==> config.mk <==
export PLATFORM = sky130hd
export DESIGN_NAME = rr_logging_bus_merge_n
export DESIGN_NICKNAME = d
export VERILOG_FILES = /design/src/rtl/rr_logging_bus_merge_n.sv
export SDC_FILE = /design/constraint.sdc
export NUM_CORES = 1
export LEC_CHECK = 0
export CORE_MARGIN = 2
export CORE_UTILIZATION = 58
export DETAILED_ROUTE_END_ITERATION = 16
export GPL_TIMING_DRIVEN = 0
export PLACE_DENSITY = 0.79
export SKIP_CTS_REPAIR_TIMING = 1
export SLEW_MARGIN = 10
export SYNTH_ARGS = -nofsm -noshare
export SYNTH_HDL_FRONTEND = slang
export SYNTH_HIERARCHICAL = 1
export SYNTH_SLANG_ARGS = --single-unit
==> constraint.sdc <==
create_clock -name clk -period 7.35 [get_ports clk]
set_clock_uncertainty 0.1 [all_clocks]
set_input_delay 1.47 -clock clk [delete_from_list [all_inputs] [get_ports clk]]
set_output_delay 1.47 -clock clk [all_outputs]
set_load 0.01 [all_outputs]
==> src/rtl/rr_logging_bus_merge_n.sv <==
// Round-robin merge of NUM_CH logging channels through per-channel FIFOs into one registered output.
// Optional backpressure counter on stall_cnt is enabled by defining RR_MERGE_STALL_CNT_EN.

module rr_logging_bus_merge_n_fifo #(
  parameter int DATA_W = 64,
  parameter int DEPTH  = 4
) (
  input  logic              clk,
  input  logic              rstn,
  input  logic              push,
  input  logic [DATA_W-1:0] din,
  input  logic              pop,
  output logic [DATA_W-1:0] dout,
  output logic              empty,
  output logic              full
);
  localparam int AW = $clog2(DEPTH);

  logic [DATA_W-1:0] mem [DEPTH];
  logic [AW-1:0]     wptr, rptr;
  logic [AW:0]       cnt;
  logic              do_push, do_pop;

  // a full FIFO refuses a push even if it is popped in the same cycle
  assign do_push = push && !full;
  assign do_pop  = pop && !empty;
  assign empty   = (cnt == '0);
  assign full    = (cnt == (AW+1)'(DEPTH));
  assign dout    = mem[rptr];

  always_ff @(posedge clk or negedge rstn) begin
    if (!rstn) begin
      wptr <= '0;
      rptr <= '0;
      cnt  <= '0;
    end else begin
      if (do_push) wptr <= wptr + 1'b1;
      if (do_pop)  rptr <= rptr + 1'b1;
      case ({do_push, do_pop})
        2'b10:   cnt <= cnt + 1'b1;
        2'b01:   cnt <= cnt - 1'b1;
        default: cnt <= cnt;
      endcase
    end
  end

  always_ff @(posedge clk) begin
    if (do_push) mem[wptr] <= din;
  end
endmodule

module rr_logging_bus_merge_n #(
  parameter int NUM_CH     = 5,
  parameter int DATA_W     = 64,
  parameter int FIFO_DEPTH = 4,
  localparam int ID_W      = (NUM_CH > 1) ? $clog2(NUM_CH) : 1
) (
  input  logic                     clk,
  input  logic                     rstn,
  input  logic [NUM_CH-1:0]        in_valid,
  input  logic [NUM_CH*DATA_W-1:0] in_data,
  output logic [NUM_CH-1:0]        in_ready,
  output logic                     out_valid,
  output logic [DATA_W-1:0]        out_data,
  output logic [ID_W-1:0]          out_id,
  input  logic                     out_ready,
  output logic [NUM_CH-1:0]        fifo_full,
  output logic [31:0]              stall_cnt
);
  logic [NUM_CH-1:0][DATA_W-1:0] fifo_dout;
  logic [NUM_CH-1:0]             fifo_empty;
  logic [NUM_CH-1:0]             pop;
  logic [ID_W-1:0]               last_grant;
  logic [ID_W-1:0]               gnt_idx;
  logic                          gnt_found;
  logic                          loadable;

  for (genvar g = 0; g < NUM_CH; g++) begin : g_ch
    rr_logging_bus_merge_n_fifo #(
      .DATA_W (DATA_W),
      .DEPTH  (FIFO_DEPTH)
    ) u_fifo (
      .clk   (clk),
      .rstn  (rstn),
      .push  (in_valid[g]),
      .din   (in_data[g*DATA_W +: DATA_W]),
      .pop   (pop[g]),
      .dout  (fifo_dout[g]),
      .empty (fifo_empty[g]),
      .full  (fifo_full[g])
    );
  end

  assign in_ready = ~fifo_full;
  assign loadable = !out_valid || out_ready;

  // first non-empty channel after last_grant, wrapping at NUM_CH
  always_comb begin
    int c;
    c         = 0;
    gnt_found = 1'b0;
    gnt_idx   = '0;
    for (int k = 0; k < NUM_CH; k++) begin
      c = int'(last_grant) + 1 + k;
      if (c >= NUM_CH) c = c - NUM_CH;
      if (!gnt_found && !fifo_empty[c]) begin
        gnt_found = 1'b1;
        gnt_idx   = ID_W'(c);
      end
    end
  end

  always_comb begin
    pop = '0;
    if (loadable && gnt_found) pop[gnt_idx] = 1'b1;
  end

  always_ff @(posedge clk or negedge rstn) begin
    if (!rstn) begin
      out_valid  <= 1'b0;
      out_data   <= '0;
      out_id     <= '0;
      last_grant <= ID_W'(NUM_CH-1);
    end else if (loadable) begin
      out_valid <= gnt_found;
      if (gnt_found) begin
        out_data   <= fifo_dout[gnt_idx];
        out_id     <= gnt_idx;
        last_grant <= gnt_idx;
      end
    end
  end

`ifdef RR_MERGE_STALL_CNT_EN
  always_ff @(posedge clk or negedge rstn) begin
    if (!rstn) begin
      stall_cnt <= '0;
    end else if (out_valid && !out_ready && stall_cnt != 32'hFFFF_FFFF) begin
      stall_cnt <= stall_cnt + 32'd1;
    end
  end
`else
  assign stall_cnt = '0;
`endif
endmodule

==> results.py <==
metrics = {
    "run_status": {
        "status": "completed",
    },
    "timing": {
        "fin_crit_ps": 7170,
        "fin_crit_sh_pct": 97.6,
        "drv_slew": 0,
        "slew_headroom_pct": 23.6,
        "finalHoldViolations": 0,
        "tightest_slew_ps": 1140,
        "setup_ws_ps": 176,
        "tns_ps": 0,
        "rsz0062_at_grt": "no",
        "setup_viol": 0,
        "fmax_ghz": 0.139,
    },
    "cts": {
        "clock-root-buffer": "clkbuf_16",
        "clock-sinks": 1384,
        "cts_tree": "built",
        "clk_pin_slew_ps": 70,
        "cts.path.max_buffers": 3,
        "clock_latency_ps": 760,
        "h-tree-depth": 4,
        "cts_buffers": 138,
    },
    "floorplan": {
        "pin_count": 438,
        "die_x_um": 319,
        "die_y_um": 319,
        "die_area_sq_um": 101000,
        "rows": 115,
        "initial_core_util_pct": 58.4,
        "coreArea_sq_um": 98300,
    },
    "worst_setup_path": {
        "cp-end-kind": "flip-flop",
        "rr_startpoint": "out_id[0]",
        "rr_worst_depth": 22,
        "crit_type": "flip-flop to flip-flop",
        "crit_arrival_ps": 7770,
        "cp_max_fo": 12,
        "cp-start-kind": "flip-flop",
        "cp.required_ps": 7940,
        "startpoint": "out_id[0]",
    },
    "placed_design": {
        "port_buffers": 405,
        "place_congestion": 0.989,
        "hpwl_mm": 118,
        "place_ws_ps": -161,
    },
    "final_layout": {
        "fill_cells": 6054,
        "num-nets-final": 4006,
        "layout-drive-gt1-share_pct": 20.2,
        "syn2layout_area_growth_pct": 19.1,
        "fin_util_pct": 69.5,
    },
    "grt": {
        "grt_pass1_wl_mm": 238,
        "grt_max_degree": 73,
        "grt_overflow": 0,
        "antenna_found_initial": 42,
        "grt_usage_pct": 33.2,
        "grt_pass1_vias": 33500,
    },
    "logic_synthesis": {
        "synth_area_per_cell_sq_um": 18.9,
        "ys_seq_area_share_pct": 71.5,
        "synth-seq-cells": 1384,
        "ys.flop_type": "edfxtp_1",
        "netlist_instances": 3043,
        "yosysWarnings": 6,
        "synth_area_sq_um": 57400,
        "synth-edff-count": 1280,
        "synthArstFlopShare_pct": 7.51,
        "synth_cell_types": 90,
    },
    "routing": {
        "drt-total-wl_mm": 169,
        "drc": 0,
        "wire_per_inst_um": 33.4,
        "dr.first_iter.drc_count": 4732,
        "dr_total_vias": 33900,
        "viasPerCell": 6.70,
        "antenna_left": 0,
        "dr.pass1.iters": 6,
    },
    "worst_hold_path": {
        "hp-class": "flip-flop to flip-flop",
        "hold-path-cell-count": 1,
        "min_from": "out_data[58]",
    },
    "run": {
        "cap_viol_max_count": 0,
    },
}
-- cell usage after synthesis, types with 5 or more instances --
master / n / area, sq um
a2111o_1: 22 / 248
and3_1: 87 / 544
nor2_1: 32 / 120
nand2_1: 32 / 120
buf_1: 5 / 18.8
o32ai_1: 67 / 587
fa_1: 5 / 100
o41ai_1: 62 / 543
ha_1: 33 / 413
nand2b_1: 5 / 31.3
and2_1: 21 / 131
a21oi_1: 42 / 210
buf_4: 52 / 390
nand3_1: 62 / 310
and4_1: 11 / 96.3
buf_6: 30 / 338
o31a_1: 16 / 140
mux2i_1: 13 / 130
inv_1: 105 / 394
dfrtp_1: 103 / 2580
edfxtp_1: 1280 / 38400
xor2_1: 16 / 140
a21o_1: 14 / 105
a221o_1: 31 / 310
o31ai_1: 63 / 473
buf_2: 70 / 350
a31oi_1: 24 / 150
xnor2_1: 20 / 175
mux4_2: 320 / 7210
o21ai_0: 74 / 370
clkbuf_1: 111 / 417
a211oi_1: 109 / 818
nor3_1: 13 / 65.1
mux2_2: 7 / 78.8
-- per-layer routing --
layer / GRT usage, % / wire length (um) / up-vias
li1: - / - / 13900
met1: 43.2 / 59900 / 17400
met2: 51.2 / 79500 / 2131
met3: 8.95 / 18300 / 451
met4: 19.3 / 11100 / 36
met5: 0 / 232 / -
-- cell type report --
cell class / count / area, sq um / area share [%]
sequential: 1384 / 41000 / 60.0
antenna: 23 / 57.6 / 0.0842
buffer: 267 / 1520 / 2.22
multi-input combinational: 1316 / 14700 / 21.5
timing repair buffer: 427 / 4620 / 6.76
inverter: 106 / 398 / 0.582
clock inverter: 72 / 713 / 1.04
clock buffer: 175 / 3700 / 5.42
tap: 1287 / 1610 / 2.36
-- worst max-delay path, cell delays in order (launching register included) --
cell and delay [ps]:
dfrtp_1 390, buf_2 240, inv_2 100, buf_2 230, ha_1 350, buf_2 200, buf_2 250, inv_1 130
ha_1 200, a21oi_1 140, ha_1 250, inv_1 130, o21ai_0 170, o32ai_2 430, o32ai_2 240, nand3b_1 220
buf_4 240, nor2_1 510, clkbuf_1 720, clkbuf_1 560, o21ai_0 170, a211oi_1 940, a2111o_1 200
-- cells by family after synthesis --
logic type,Yosys count,share of synthesized area [%]
buf+inv,374,3.33
compound gates,566,7.63
mux,341,12.9
simple gates,302,3.09
flops,1384,71.5
other cells,1,0.00653
fa+ha+maj,38,0.894
xor+xnor,37,0.578
-- placed cells by master, fill, tap and decap left out, types with 20 or more instances in the layout --
cell type        synthesis  routed
o21ai_0                 74      74
diode_2                  0      23
nand2_1                 32      32
xnor2_1                 20      20
ha_1                    33      33
conb_1                   1      32
mux4_2                 320     320
clkbuf_1               111     137
clkdlybuf4s50_1          0     404
edfxtp_1              1280    1280
a31oi_1                 24      24
and3_1                  87      87
a221o_1                 31      31
o31ai_1                 63      63
inv_1                  105     105
clkinv_1                 0      27
buf_4                   52      53
clkbuf_16                0     140
nand3_1                 62      62
nor2_1                  32      32
o41ai_1                 62      62
a2111o_1                22      22
dfrtp_1                103     103
a21oi_1                 42      40
o32ai_1                 67      63
buf_2                   70      68
a211oi_1               109     109
buf_6                   30      31
-- worst paths after layout --
path	endpoint	slack [ps]
min in group asynchronous	g_ch[0].u_fifo/wptr[1]	520
max in group asynchronous	out_data[25]	5750
max reg2reg	out_data[45]	180
max	out_data[45]	180
min reg2reg	out_data[58]	400
min	out_data[58]	400
-- sequential cells by signal, indices dropped and copies added (netlist names) --
name / flops
out_id: 3
g_ch.u_fifo/mem: 1280
out_valid: 1
g_ch.u_fifo/rptr: 10
g_ch.u_fifo/wptr: 10
g_ch.u_fifo/cnt: 15
last_grant: 1
out_data: 64
-- stage by stage --
stage | hold WS, ps | cells | area (sq um)
after global routing | 420 | 5049 | 68300
after global placement | 375 | 4766 | 63200
after detailed placement | 381 | 4787 | 63800
final | 398 | 5057 | 68300
after floorplan | 376 | 3074 | 57500
after CTS | 394 | 5034 | 68200
Power is left out: the tool's default activity adds up to more than one toggle a clock period on the data nets, which glitch-free logic cannot reach.
